[config.mk]
export PLATFORM = sky130hd
export DESIGN_NAME = freq_measure_sequencer
export DESIGN_NICKNAME = d
export VERILOG_FILES = /design/src/rtl/freq_counter_pkg.sv /design/src/rtl/gate_window_timer.sv /design/src/rtl/freq_measure_sequencer.sv
export SDC_FILE = /design/constraint.sdc
export NUM_CORES = 1
export LEC_CHECK = 0
export ABC_AREA = 1
export CAP_MARGIN = 20
export CORE_MARGIN = 4
export CORE_UTILIZATION = 29
export CTS_CLUSTER_SIZE = 40
export DETAILED_ROUTE_END_ITERATION = 10
export HOLD_SLACK_MARGIN = 0.02
export RECOVER_POWER = 25
export SKIP_CTS_REPAIR_TIMING = 1
export SLEW_MARGIN = 40
export SYNTH_ARGS = -nofsm -noshare
export SYNTH_HDL_FRONTEND = slang
export SYNTH_SLANG_ARGS = --single-unit
[constraint.sdc]
create_clock -name clk -period 2.8 [get_ports clk]
set_input_delay 0.56 -clock clk [delete_from_list [all_inputs] [get_ports clk]]
set_output_delay 0.56 -clock clk [all_outputs]
set_load 0.05 [all_outputs]
[src/rtl/freq_counter_pkg.sv]
// Shared types and default constants for the frequency counter control path.
// Contents: FSM state encoding (also exported on dbg_state) and default
// parameter values for the measurement sequencer and its gate window timer.
package freq_counter_pkg;

   localparam int unsigned STATE_W            = 2;
   localparam int unsigned DEF_PERIOD_W       = 8;
   localparam int unsigned DEF_PRESCALE       = 1000;
   localparam int unsigned DEF_DEFAULT_PERIOD = 10;

   typedef enum logic [STATE_W-1:0] {
      ST_IDLE  = 2'd0,
      ST_CLEAR = 2'd1,
      ST_COUNT = 2'd2,
      ST_LATCH = 2'd3
   } state_e;

endpackage

[src/rtl/gate_window_timer.sv]
// Gate window timer: times a window of period*PRESCALE clk cycles.
// Ports:
//   clk, reset : clock, synchronous active-high reset
//   start      : pulse; loads the counters with period (the window begins the next cycle)
//   period     : window length in units of PRESCALE cycles (nonzero)
//   done       : combinational pulse during the last cycle of the window
module gate_window_timer
   import freq_counter_pkg::*;
#(
   parameter int unsigned PERIOD_W = DEF_PERIOD_W,
   parameter int unsigned PRESCALE = DEF_PRESCALE
) (
   input  logic                clk,
   input  logic                reset,
   input  logic                start,
   input  logic [PERIOD_W-1:0] period,
   output logic                done
);

   localparam int unsigned     PRE_W    = (PRESCALE > 1) ? $clog2(PRESCALE) : 1;
   localparam logic [PRE_W-1:0] PRE_LAST = PRE_W'(PRESCALE - 1);

   logic [PRE_W-1:0]    r_pre;
   logic [PERIOD_W-1:0] r_per;
   logic                r_active;

   // Last cycle: final period unit and final prescale tick.
   assign done = r_active && (r_per == PERIOD_W'(1)) && (r_pre == PRE_LAST);

   // Prescale counter rolls 0..PRESCALE-1, period counter counts down to 1.
   always_ff @(posedge clk) begin
      if (reset) begin
         r_pre    <= '0;
         r_per    <= '0;
         r_active <= 1'b0;
      end else if (start) begin
         r_pre    <= '0;
         r_per    <= period;
         r_active <= 1'b1;
      end else if (r_active) begin
         if (done) begin
            r_active <= 1'b0;
         end else if (r_pre == PRE_LAST) begin
            r_pre <= '0;
            r_per <= r_per - PERIOD_W'(1);
         end else begin
            r_pre <= r_pre + PRE_W'(1);
         end
      end
   end

endmodule

[src/rtl/freq_measure_sequencer.sv]
// Measurement sequencer for the frequency counter: clear edge counter, count
// for period_q*PRESCALE cycles, then strobe the result into the display.
// Ports:
//   clk, reset     : clock, synchronous active-high reset
//   enable         : run measurements while high
//   single_shot    : 1 = one window per enable rising edge, 0 = continuous
//   load_period    : capture period_in (ignored when period_in is zero)
//   period_in      : new gate period in PRESCALE units
//   cnt_overflow   : sticky overflow from the edge counter
//   cnt_clear      : clear edge counter (1 cycle)
//   cnt_en         : edge counter enable during the gate window
//   result_valid   : 1-cycle strobe to latch the count
//   result_ovf     : overflow flag qualified by result_valid
//   period_q       : active gate period
//   busy, dbg_state: activity flag and encoded FSM state
module freq_measure_sequencer
   import freq_counter_pkg::*;
#(
   parameter int unsigned PERIOD_W       = DEF_PERIOD_W,
   parameter int unsigned PRESCALE       = DEF_PRESCALE,
   parameter int unsigned DEFAULT_PERIOD = DEF_DEFAULT_PERIOD
) (
   input  logic                clk,
   input  logic                reset,
   input  logic                enable,
   input  logic                single_shot,
   input  logic                load_period,
   input  logic [PERIOD_W-1:0] period_in,
   input  logic                cnt_overflow,
   output logic                cnt_clear,
   output logic                cnt_en,
   output logic                result_valid,
   output logic                result_ovf,
   output logic [PERIOD_W-1:0] period_q,
   output logic                busy,
   output logic [STATE_W-1:0]  dbg_state
);

   state_e              r_state;
   state_e              w_state_nxt;
   logic                r_armed;
   logic                r_pend;
   logic [PERIOD_W-1:0] r_pend_val;
   logic                w_load_ok;
   logic                w_done;

   assign w_load_ok = load_period && (period_in != '0);

   gate_window_timer #(
      .PERIOD_W (PERIOD_W),
      .PRESCALE (PRESCALE)
   ) u_timer (
      .clk    (clk),
      .reset  (reset),
      .start  (r_state == ST_CLEAR),
      .period (period_q),
      .done   (w_done)
   );

   // State register.
   always_ff @(posedge clk) begin
      if (reset) r_state <= ST_IDLE;
      else       r_state <= w_state_nxt;
   end

   // Next-state logic; dropping enable aborts a window in progress.
   always_comb begin
      w_state_nxt = r_state;
      case (r_state)
         ST_IDLE:  if (enable && r_armed) w_state_nxt = ST_CLEAR;
         ST_CLEAR: w_state_nxt = enable ? ST_COUNT : ST_IDLE;
         ST_COUNT: begin
            if (!enable)    w_state_nxt = ST_IDLE;
            else if (w_done) w_state_nxt = ST_LATCH;
         end
         ST_LATCH: w_state_nxt = (enable && !single_shot) ? ST_CLEAR : ST_IDLE;
         default:  w_state_nxt = ST_IDLE;
      endcase
   end

   // Moore outputs registered from the next state so they align with it.
   always_ff @(posedge clk) begin
      if (reset) begin
         cnt_clear    <= 1'b0;
         cnt_en       <= 1'b0;
         result_valid <= 1'b0;
         result_ovf   <= 1'b0;
         busy         <= 1'b0;
         dbg_state    <= STATE_W'(ST_IDLE);
      end else begin
         cnt_clear    <= (w_state_nxt == ST_CLEAR);
         cnt_en       <= (w_state_nxt == ST_COUNT);
         result_valid <= (w_state_nxt == ST_LATCH);
         result_ovf   <= (w_state_nxt == ST_LATCH) && cnt_overflow;
         busy         <= (w_state_nxt != ST_IDLE);
         dbg_state    <= STATE_W'(w_state_nxt);
      end
   end

   // Period register, deferred reload and single-shot re-arm.
   always_ff @(posedge clk) begin
      if (reset) begin
         period_q   <= PERIOD_W'(DEFAULT_PERIOD);
         r_pend     <= 1'b0;
         r_pend_val <= '0;
         r_armed    <= 1'b1;
      end else begin
         if (!enable)
            r_armed <= 1'b1;
         else if ((r_state == ST_LATCH) && single_shot)
            r_armed <= 1'b0;

         case (r_state)
            ST_IDLE: if (w_load_ok) period_q <= period_in;
            ST_CLEAR, ST_COUNT: begin
               if (w_load_ok) begin
                  r_pend_val <= period_in;
                  r_pend     <= 1'b1;
               end
            end
            ST_LATCH: begin
               // A direct load in this cycle wins over the deferred value.
               if (w_load_ok)   period_q <= period_in;
               else if (r_pend) period_q <= r_pend_val;
               r_pend <= 1'b0;
            end
            default: ;
         endcase
      end
   end

endmodule

==> results.rst, run 1 <==
.. list-table::
   :header-rows: 1

   * - Metric
     - Value
   * - Status
     - completed
   * - Final routed wirelength across all metal layers
     - 5220 um
   * - Detailed Routing Iterations Pass 1
     - 5
   * - End point of the critical path
     - u_timer.r_per[5]$_SDFFE_PP0P_
   * - Highest attainable clock frequency
     - 0.437 GHz
   * - Height of the chip
     - 96.9 um
   * - Count of cell types in the netlist
     - 37
   * - Cell family with the largest share of critical-path delay
     - simple AND/OR/NAND/NOR gates
   * - Maximum level of the CTS H-tree
     - 2
   * - Multiplexer share of the synthesized area
     - 0.437%
   * - Proportion of power drawn by combinational gates
     - 21.9%
   * - DRC viols
     - 0
   * - Die X
     - 96.9 um
   * - Synthesized-area fraction occupied by ao, oa, aoi and oai cells
     - 18.6%
   * - Number of nets still failing antenna checks after routing
     - 0
   * - Average size of a mapped cell
     - 7.32 um2
   * - Highest-delay cell along the critical path
     - dfxtp_1
   * - Worst Slack Setup Final
     - 0.512 ns
   * - Slew at the pin closest to its max-slew limit
     - 0.579 ns
   * - Top-Level Pins
     - 29
   * - Path type of the worst min-delay path
     - flop to flop
   * - Final-report hold violation count
     - 0
   * - Final standard cell area without fillers
     - 2750 um2
   * - Area of the die
     - 9390 um2
   * - Ratio of cells with drive above 1 in the final layout
     - 7.25%
   * - Post-synthesis share of cell area spent on xor and xnor gates
     - 1.53%
   * - Max-slew headroom at the worst pin
     - 61.4%
   * - Via Count
     - 2086
   * - Total CTS buffers
     - 5
   * - Commonest non-fill, non-tap cells in the layout
     - nand2_1, dfxtp_1, inv_1
   * - Number of design-rule violations left by the first detailed-router iteration
     - 123
   * - Switching power total
     - 437 uW
   * - Post-synthesis to final-layout area growth
     - 19.9%
   * - Final antenna diode count
     - 0
   * - Total half-perimeter wirelength after legalization and detailed placement
     - 3920 um
   * - Slew Viols, Final
     - 0
   * - Share of the yosys chip area belonging to registers
     - 38.4%
   * - Slowest Stage Delay on Critical Path
     - 0.44 ns
   * - CP Depth
     - 10
   * - Number of violations of the max-capacitance limit
     - 0
   * - Final RePlAce weighted congestion
     - 0.827
   * - Detailed-route vias per instance
     - 4.67
   * - Clock tree buffer depth
     - 2
   * - Worst clock skew
     - 0.0115 ns
   * - Reg-to-reg endpoint
     - u_timer.r_per[5]$_SDFFE_PP0P_
   * - Adder and majority cell fraction of the synthesized area
     - 4.37%
   * - Largest family of logic cells by synthesized area
     - simple AND/OR/NAND/NOR gates
   * - Via count of the first global-routing pass
     - 2042
   * - Post-synthesis cell count
     - 313
   * - Area fraction of the dominant cell type after synthesis
     - 38.4%
   * - Unrepaired setup endpoints after global routing
     - no
   * - Clock latency reported for the late side of the worst-skew pair
     - 0.30 ns
   * - Synth Area in Simple Gates
     - 27.7%
   * - Cell area after technology mapping
     - 2290 um2
   * - Cells on worst reg2reg path
     - 10
   * - Worst supply voltage drop on vdd
     - 0.199 mV
   * - Number of cells in the design after placement
     - 439
   * - Global-route wire length before repair
     - 9200 um
   * - Site row count
     - 32
   * - Total negative slack
     - 0 ns
   * - Top cells by area in the synthesized netlist
     - dfxtp_1, a21oi_1, nand2_1, inv_1, o21ai_0
   * - Clock-pin slew on the worst setup and hold paths
     - 0.09 ns
   * - Commonest non-fill, non-tap cell in the layout
     - nand2_1
   * - Count of non-filler cells in the finished layout
     - 447
   * - CTS Sinks
     - 44
   * - Crit path kind
     - flop to flop
   * - Number of register bits inferred by synthesis
     - 44
   * - Final setup violation count
     - 0
   * - Most used flip-flop cell after synthesis
     - dfxtp_1
   * - Critical path required time
     - 2.98 ns
   * - Critical path endpoint category
     - flop
   * - Worst-path maximum fanout
     - 10
   * - Number of synthesized flops with an enable pin
     - 0
   * - Core Box Area
     - 7690 um2
   * - Worst path bufs/invs
     - 0
   * - DP Worst Slack
     - 0.616 ns
   * - Overall Global Routing Usage
     - 11.4%
   * - Area post-placement
     - 2690 um2
   * - Cells traversed along the worst timing path
     - ha_1 -> nand2_2 -> nor2_1 -> nand3_4 -> nor2_1 -> nor2_8 -> nand2_1 -> nand2_4 -> nand2_1 -> o22ai_1
   * - Initial core utilization
     - 29.8%
   * - Launch point of the worst path
     - u_timer.r_pre[0]$_SDFFE_PP0P_
   * - Number of nets produced by synthesis
     - 335
   * - Clock network fraction of design power
     - 28.3%
   * - Final Critical Period
     - 2.29 ns
   * - Number of warnings printed during yosys synthesis
     - 0
   * - Reg2Reg Setup Slack
     - 0.51 ns
   * - Internal power
     - 954 uW
   * - Fraction of registers with async set or reset after synthesis
     - 0%
   * - Number of antenna violations at the first check in global routing
     - 0
   * - Proportion of power drawn by flip-flops and latches
     - 49.8%
   * - Cell type with the largest total area after synthesis
     - dfxtp_1
   * - Root Buffer
     - clkbuf_8
   * - Crit path arrival time
     - 2.47 ns
   * - Net Sw Frac
     - 31.4%
   * - Net count reported at finish
     - 366
   * - WL/cell
     - 11.7 um
   * - Post-route core utilization
     - 35.7%
   * - Reported leakage power
     - 0.00109 uW
   * - Maximum number of pins on one net before global-route repair
     - 23
   * - Total grt overflow
     - 0
   * - Share of the clock period used by the worst path after layout
     - 81.7%
   * - CP Launch Type
     - flop
   * - Pwr Density
     - 507 nW/um2
   * - CTS tree
     - built
   * - Total of buffers placed on input and output ports
     - 28
   * - R2R Path Start
     - u_timer.r_pre[0]$_SDFFE_PP0P_
[flip-flops by register name, summed over array words and instances (netlist names)]
register,cells
busy,1
cnt_clear,1
cnt_en,1
dbg_state,2
period_q,8
r_armed,1
r_pend,1
r_pend_val,8
result_ovf,1
result_valid,1
u_timer.r_active,1
u_timer.r_per,8
u_timer.r_pre,10
[worst min-delay path, delay by kind of cell, from the launching register on]
kind / cells / cell delay [ns]
AO/OA/AOI/OAI: 1 / 0.05
buffers and inverters: 1 / 0.05
flip-flops: 1 / 0.32
[Yosys cell counts, types with 2 or more instances]
master and count:
buf_2 2, o31ai_1 2, nor2_1 28, nand2_2 3, nand3_1 18, clkbuf_1 4, nand3b_1 2, o22ai_1 3
o21ai_1 5, nand4_1 8, xor2_1 4, inv_1 40, nand2_1 46, nand3_4 2, nor2_2 2, dfxtp_1 44
o21ai_0 25, ha_1 8, inv_2 3, a21oi_1 40, nor3_1 8
[logic make-up after synthesis]
logic type / count (synthesis)
AOI/OAI and AO/OA: 80
xor gates and xnor gates: 4
adders and majority gates: 8
buffers and inverters: 52
DFF: 44
muxes: 1
and+or+nand+nor: 124
[worst min-delay path by stage]
stage	start	endpoint	slack [ns]	depth (start not counted)
2_1_floorplan	r_pend_val[0]$_SDFFE_PP0P_	r_pend_val[0]$_SDFFE_PP0P_	0.42	2
3_3_place_gp	r_pend_val[7]$_SDFFE_PP0P_	r_pend_val[7]$_SDFFE_PP0P_	0.44	2
3_5_place_dp	r_pend_val[6]$_SDFFE_PP0P_	r_pend_val[6]$_SDFFE_PP0P_	0.44	2
4_1_cts	r_pend_val[6]$_SDFFE_PP0P_	r_pend_val[6]$_SDFFE_PP0P_	0.45	2
5_1_grt	r_pend_val[1]$_SDFFE_PP0P_	r_pend_val[1]$_SDFFE_PP0P_	0.48	2
6_report	r_pend_val[6]$_SDFFE_PP0P_	r_pend_val[6]$_SDFFE_PP0P_	0.45	2
[power by group through the flow]
| stage | clock, uW | sequential (uW) | combinational [uW] |
|---|---|---|---|
| after global routing | 431 | 700 | 337 |
| after CTS | 408 | 693 | 309 |
| after detailed placement | 0 | 708 | 306 |
| after global placement | 0 | 708 | 304 |
| final | 394 | 693 | 305 |
| after floorplan | 0 | 755 | 160 |
[layout make-up]
cell class / instances / area [um2]
fillers: 837 / 4940
multi-input cells: 217 / 1180
flip-flops and latches: 44 / 881
repair buffers: 32 / 307
inverters: 44 / 166
well taps: 102 / 128
clock buffers: 7 / 76.3
clock inverters: 1 / 8.76
[routing by layer]
layer,GRT usage [%],vias to the layer above,share of wire [%]
met5,0,-,0
met4,4.21,0,2.3
met3,2.96,14,4.3
met2,18.8,46,46
met1,14.2,923,47
li1,-,1103,-
[metrics by stage]
stage	total power, uW	hold WS (ns)
5_1_grt	1470	0.479
3_5_place_dp	1010	0.438
4_1_cts	1410	0.454
2_1_floorplan	915	0.424
6_report	1390	0.453
3_3_place_gp	1010	0.442
Power figures use the tool's default switching activity.
==> run 2: changes to the inputs <==
- clock period: 2.8 -> 2.3 ns (I/O delays scaled with it)
==> results.rst, run 2 (synthesis results as in run 1) <==
.. list-table::
   :header-rows: 1

   * - Metric
     - Value
   * - Switching power total
     - 520 uW (was 437 uW)
   * - Total negative slack
     - 0 ns (unchanged)
   * - Top-Level Pins
     - 29 (unchanged)
   * - Reported leakage power
     - 0.00110 uW (was 0.00109 uW)
   * - Status
     - completed (unchanged)
   * - Post-route core utilization
     - 36.4% (was 35.7%)
   * - Initial core utilization
     - 29.8% (unchanged)
   * - Critical path endpoint category
     - output port (was flop)
   * - Clock-pin slew on the worst setup and hold paths
     - 0.08 ns (was 0.09 ns)
   * - Net Sw Frac
     - 29.2% (was 31.4%)
   * - Number of flip-flops in the largest register
     - 10 (unchanged)
   * - Source of the worst hold timing path
     - r_pend_val[3]$_SDFFE_PP0P_ (was r_pend_val[6]$_SDFFE_PP0P_)
   * - Clock latency reported for the late side of the worst-skew pair
     - 0.30 ns (about the same)
   * - Slew Viols, Final
     - 0 (unchanged)
   * - R2R Path Start
     - u_timer.r_pre[0]$_SDFFE_PP0P_ (unchanged)
   * - Maximum level of the CTS H-tree
     - 2 (unchanged)
   * - Crit path arrival time
     - 1.60 ns (was 2.47 ns)
   * - CTS tree
     - built (unchanged)
   * - Number of antenna violations at the first check in global routing
     - 0 (unchanged)
   * - Core Box Area
     - 7690 um2 (unchanged)
   * - Cells on worst reg2reg path
     - 9 (was 10)
   * - Cell family with the largest share of critical-path delay
     - buffers and inverters (was simple AND/OR/NAND/NOR gates)
   * - Commonest non-fill, non-tap cells in the layout
     - nand2_1, dfxtp_1, inv_1 (unchanged)
   * - Total half-perimeter wirelength after legalization and detailed placement
     - 4000 um (was 3920 um)
   * - DRC viols
     - 0 (unchanged)
   * - Final Critical Period
     - 2.06 ns
   * - Area of the die
     - 9390 um2 (unchanged)
   * - Cell count of the worst hold path
     - 2 (unchanged)
   * - Maximum number of pins on one net before global-route repair
     - 24 (was 23)
   * - Height of the chip
     - 96.9 um (unchanged)
   * - Root Buffer
     - clkbuf_8 (unchanged)
   * - Final RePlAce weighted congestion
     - 0.873 (was 0.827)
   * - Pwr Density
     - 636 nW/um2 (was 507 nW/um2)
   * - Fill cells
     - 834 (was 837)
   * - Slowest Stage Delay on Critical Path
     - 0.86 ns (was 0.44 ns)
   * - Endpoint, Worst Hold
     - r_pend_val[3]$_SDFFE_PP0P_ (was r_pend_val[6]$_SDFFE_PP0P_)
   * - Global-route wire length before repair
     - 9140 um (was 9200 um)
   * - Via count of the first global-routing pass
     - 2031 (was 2042)
   * - Final antenna diode count
     - 0 (unchanged)
   * - Slew at the pin closest to its max-slew limit
     - 0.510 ns (was 0.579 ns)
   * - Detailed-route vias per instance
     - 4.72 (was 4.67)
   * - Highest-delay cell along the critical path
     - clkdlybuf4s50_1 (was dfxtp_1)
   * - Clock tree buffer depth
     - 2 (unchanged)
   * - Crit path kind
     - flop to output port (was flop to flop)
   * - Internal power
     - 1260 uW (was 954 uW)
   * - WL/cell
     - 11.7 um (about the same)
   * - Worst path bufs/invs
     - 1 (was 0)
   * - Total of buffers placed on input and output ports
     - 28 (unchanged)
   * - Worst clock skew
     - 0.0101 ns (was 0.0115 ns)
   * - Launch point of the worst path
     - dbg_state[1]$_SDFF_PP0_ (was u_timer.r_pre[0]$_SDFFE_PP0P_)
   * - Share of the clock period used by the worst path after layout
     - 89.6%
   * - Worst-path maximum fanout
     - 6 (was 10)
   * - Total grt overflow
     - 0 (unchanged)
   * - Final-report hold violation count
     - 0 (unchanged)
   * - Number of cells in the design after placement
     - 441 (was 439)
   * - Proportion of power drawn by flip-flops and latches
     - 47.5% (was 49.8%)
   * - Critical path required time
     - 1.84 ns (was 2.98 ns)
   * - Post-synthesis to final-layout area growth
     - 22.1% (was 19.9%)
   * - Reg2Reg Setup Slack
     - 0.46 ns (was 0.51 ns)
   * - Path type of the worst min-delay path
     - flop to flop (unchanged)
   * - Commonest non-fill, non-tap cell in the layout
     - nand2_1 (unchanged)
   * - Number of violations of the max-capacitance limit
     - 0 (unchanged)
   * - Proportion of power drawn by combinational gates
     - 20.9% (was 21.9%)
   * - Detailed Routing Iterations Pass 1
     - 4 (was 5)
   * - Clock network fraction of design power
     - 31.7% (was 28.3%)
   * - Number of design-rule violations left by the first detailed-router iteration
     - 77 (was 123)
   * - Via Count
     - 2109 (was 2086)
   * - Max-slew headroom at the worst pin
     - 65.9% (was 61.4%)
   * - Count of non-filler cells in the finished layout
     - 447 (unchanged)
   * - Ratio of cells with drive above 1 in the final layout
     - 8.41% (was 7.25%)
   * - Site row count
     - 32 (unchanged)
   * - Cells traversed along the worst timing path
     - clkdlybuf4s50_1 (was ha_1 -> nand2_2 -> nor2_1 -> nand3_4 -> nor2_1 -> nor2_8 -> nand2_1 -> nand2_4 -> nand2_1 -> o22ai_1)
   * - Total CTS buffers
     - 5 (unchanged)
   * - Worst supply voltage drop on vdd
     - 0.326 mV (was 0.199 mV)
   * - Final setup violation count
     - 0 (unchanged)
   * - Overall Global Routing Usage
     - 11.4% (about the same)
   * - CP Launch Type
     - flop (unchanged)
   * - Final routed wirelength across all metal layers
     - 5210 um (was 5220 um)
   * - CTS Sinks
     - 44 (unchanged)
   * - Most flop-heavy register
     - u_timer.r_pre (unchanged)
   * - Net count reported at finish
     - 368 (was 366)
   * - Reg-to-reg endpoint
     - u_timer.r_pre[2]$_SDFFE_PP0P_ (was u_timer.r_per[5]$_SDFFE_PP0P_)
   * - Number of nets still failing antenna checks after routing
     - 0 (unchanged)
   * - Die X
     - 96.9 um (unchanged)
   * - Unrepaired setup endpoints after global routing
     - no (unchanged)
   * - Highest attainable clock frequency
     - 0.485 GHz
-- run 2: per-layer routing --
metal	wire length [um]	vias to the layer above	GRT usage [%]
li1	-	1105	-
met5	0	-	0
met3	221	5	2.52
met2	2490	42	19.5
met4	44	0	2.38
met1	2450	957	14.5
-- run 2: area by class of cell --
cell class,count,area (um2),area share [%]
Clock buffer,5,68.8,2.46
Clock inverter,1,30.0,1.07
Inverter,44,166,5.95
Multi-Input combinational cell,217,1210,43.1
Sequential cell,44,881,31.5
Tap cell,102,128,4.56
Timing Repair Buffer,34,318,11.4
-- run 2: worst min-delay path, cell delays in order, from the launching register on --
cell and delay [ns]:
dfxtp_1 0.31, inv_1 0.05, a21oi_1 0.05
-- run 2: through the flow --
stage / total power (uW) / hold WS [ns] / instance area (um2) / setup slack, ns
after floorplan: 1110 / 0.424 / 2290 / 0.403
after global placement: 1230 / 0.432 / 2710 / 0.288
after detailed placement: 1240 / 0.438 / 2710 / 0.312
after CTS: 1800 / 0.451 / 2810 / 0.224
after global routing: 1870 / 0.482 / 2800 / 0.182
final: 1780 / 0.447 / 2800 / 0.239
-- run 2: worst max path at each step --
stage / cells past startpoint / slack, ns / endpoint
CTS: 1 / 0.22 / dbg_state[1]
finish: 1 / 0.24 / dbg_state[1]
global placement: 9 / 0.29 / period_q[6]$_SDFFE_PP0P_
floorplan: 6 / 0.40 / r_pend_val[6]$_SDFFE_PP0P_
global route: 9 / 0.18 / u_timer.r_pre[7]$_SDFFE_PP0P_
detailed placement: 9 / 0.31 / period_q[6]$_SDFFE_PP0P_
-- run 2: power by group through the flow --
stage	clock network, uW	logic, uW	registers, uW
6_report	563	371	844
2_1_floorplan	0	195	919
4_1_cts	581	377	844
3_5_place_dp	0	375	862
3_3_place_gp	0	371	862
5_1_grt	601	417	851
==> run 3: changes to the inputs <==
- CORE_MARGIN: 4 -> unset
- CTS_CLUSTER_SIZE: 40 -> unset
==> results.rst, run 3 (synthesis results as in run 1) <==
.. list-table::
   :header-rows: 1

   * - Metric
     - Value
   * - Worst Slack Setup Final
     - 0.238 ns (was 0.239 ns)
   * - Detailed Routing Iterations Pass 1
     - 4 (unchanged)
   * - DRC viols
     - 0 (unchanged)
   * - Maximum level of the CTS H-tree
     - 2 (unchanged)
   * - Worst path bufs/invs
     - 1 (unchanged)
   * - Highest attainable clock frequency
     - 0.485 GHz (about the same)
   * - Final RePlAce weighted congestion
     - 0.859 (was 0.873)
   * - Slowest Stage Delay on Critical Path
     - 0.85 ns (was 0.86 ns)
   * - Final-report hold violation count
     - 0 (unchanged)
   * - Final setup violation count
     - 0 (unchanged)
   * - Number of cells in the design after placement
     - 441 (unchanged)
   * - Critical path required time
     - 1.84 ns (about the same)
   * - Initial core utilization
     - 29.8% (unchanged)
   * - CP Depth
     - 1 (unchanged)
   * - Commonest non-fill, non-tap cells in the layout
     - nand2_1, dfxtp_1, inv_1, a21oi_1, nor2_1 (was nand2_1, dfxtp_1, inv_1)
   * - Total grt overflow
     - 0 (unchanged)
   * - Slew at the pin closest to its max-slew limit
     - 0.501 ns (was 0.510 ns)
   * - Cell family with the largest share of critical-path delay
     - buffers and inverters (unchanged)
   * - Clock tree buffer depth
     - 2 (unchanged)
   * - Commonest non-fill, non-tap cell in the layout
     - nand2_1 (unchanged)
   * - Status
     - completed (unchanged)
   * - Number of flip-flops in the largest register
     - 10 (unchanged)
   * - Most flop-heavy register
     - u_timer.r_pre (unchanged)
   * - Core Box Area
     - 7690 um2 (unchanged)
   * - Number of nets still failing antenna checks after routing
     - 0 (unchanged)
   * - Reported leakage power
     - 0.00110 uW (about the same)
   * - Clock-pin slew on the worst setup and hold paths
     - 0.09 ns (was 0.08 ns)
   * - Wire length on met3
     - 169 um (was 221 um)
   * - Fill cells
     - 848 (was 834)
   * - Path type of the worst min-delay path
     - flop to flop (unchanged)
   * - CP Launch Type
     - flop (unchanged)
   * - Via Count
     - 2068 (was 2109)
   * - Count of non-filler cells in the finished layout
     - 449 (was 447)
   * - Total negative slack
     - 0 ns (unchanged)
   * - Slew Viols, Final
     - 0 (unchanged)
   * - Final antenna diode count
     - 0 (unchanged)
   * - Post-synthesis to final-layout area growth
     - 22.6% (was 22.1%)
   * - CTS tree
     - built (unchanged)
   * - Net count reported at finish
     - 368 (unchanged)
   * - Via count of the first global-routing pass
     - 2084 (was 2031)
   * - Overall Global Routing Usage
     - 13.8% (was 11.4%)
   * - Global-route wire length before repair
     - 9300 um (was 9140 um)
   * - Worst clock skew
     - 0.00547 ns (was 0.0101 ns)
   * - WL/cell
     - 11.3 um (was 11.7 um)
   * - Critical path endpoint category
     - output port (unchanged)
   * - Cells traversed along the worst timing path
     - clkdlybuf4s50_1 (unchanged)
   * - Max-slew headroom at the worst pin
     - 66.5% (was 65.9%)
   * - Worst-path maximum fanout
     - 6 (unchanged)
   * - Pwr Density
     - 652 nW/um2 (was 636 nW/um2)
   * - CTS Sinks
     - 44 (unchanged)
   * - Maximum number of pins on one net before global-route repair
     - 23 (was 24)
   * - Highest-delay cell along the critical path
     - clkdlybuf4s50_1 (unchanged)
   * - Unrepaired setup endpoints after global routing
     - no (unchanged)
   * - Height of the chip
     - 90.9 um (was 96.9 um)
   * - Area of the die
     - 8260 um2 (was 9390 um2)
   * - Die X
     - 90.9 um (was 96.9 um)
   * - Number of design-rule violations left by the first detailed-router iteration
     - 99 (was 77)
   * - Root Buffer
     - clkbuf_8 (unchanged)
   * - Crit path kind
     - flop to output port (unchanged)
   * - Detailed-route vias per instance
     - 4.61 (was 4.72)
   * - Highest metal layer with signal wires
     - met4 (unchanged)
   * - Number of violations of the max-capacitance limit
     - 0 (unchanged)
   * - Total CTS buffers
     - 5 (unchanged)
   * - Total of buffers placed on input and output ports
     - 28 (unchanged)
   * - Ratio of cells with drive above 1 in the final layout
     - 8.65% (was 8.41%)
   * - Share of the clock period used by the worst path after layout
     - 89.7% (was 89.6%)
   * - Worst supply voltage drop on vdd
     - 0.294 mV (was 0.326 mV)
   * - Final Critical Period
     - 2.06 ns (about the same)
   * - Clock latency reported for the late side of the worst-skew pair
     - 0.31 ns (was 0.30 ns)
   * - M1 WL
     - 2420 um (was 2450 um)
   * - Cells on worst reg2reg path
     - 10 (was 9)
   * - Routed length on met2
     - 2390 um (was 2490 um)
   * - Final routed wirelength across all metal layers
     - 5080 um (was 5210 um)
   * - Crit path arrival time
     - 1.60 ns (about the same)
   * - Top-Level Pins
     - 29 (unchanged)
   * - Site row count
     - 32 (unchanged)
   * - DP Worst Slack
     - 0.312 ns (about the same)
   * - Number of antenna violations at the first check in global routing
     - 0 (unchanged)
   * - Cell count of the worst hold path
     - 2 (unchanged)
   * - Total half-perimeter wirelength after legalization and detailed placement
     - 3830 um (was 4000 um)
## run 3: cell type report
cell class / count / area (um2) / area share [%]
Multi-Input combinational cell: 217 / 1200 / 42.9
Clock buffer: 5 / 68.8 / 2.45
Clock inverter: 3 / 46.3 / 1.65
Timing Repair Buffer: 34 / 314 / 11.2
Inverter: 44 / 166 / 5.93
Tap cell: 102 / 128 / 4.55
Sequential cell: 44 / 881 / 31.4
## run 3: through the flow
stage	hold slack, ns	power [uW]	util [%]	instance area [um2]
global route	0.471	1940	36.5	2810
finish	0.455	1830	36.5	2810
detailed placement	0.441	1230	35.2	2710
global placement	0.431	1230	35.2	2710
floorplan	0.424	1110	-	2290
CTS	0.455	1860	36.7	2820
## run 3: worst paths after layout
kind / end / from / slack (ns)
worst min register to register: r_pend_val[3]$_SDFFE_PP0P_ / r_pend_val[3]$_SDFFE_PP0P_ / 0.46
worst min-delay path: r_pend_val[3]$_SDFFE_PP0P_ / r_pend_val[3]$_SDFFE_PP0P_ / 0.46
worst max-delay path: dbg_state[1] / dbg_state[1]$_SDFF_PP0_ / 0.24
worst max register to register: u_timer.r_per[5]$_SDFFE_PP0P_ / u_timer.r_pre[0]$_SDFFE_PP0P_ / 0.44
## run 3: power by group
part / switching (uW) / leakage, uW / internal, uW
Sequential: 34.7 / 0.000360 / 809
Clock: 292 / 0.0000548 / 327
Combinational: 233 / 0.000688 / 136
Total: 560 / 0.00110 / 1270
## run 3: per-layer routing
layer  vias up  global-route usage, %
met3        13                   2.86
li1       1099                      -
met4         0                   5.69
met5         -                      0
met2        44                   23.2
met1       912                   17.0
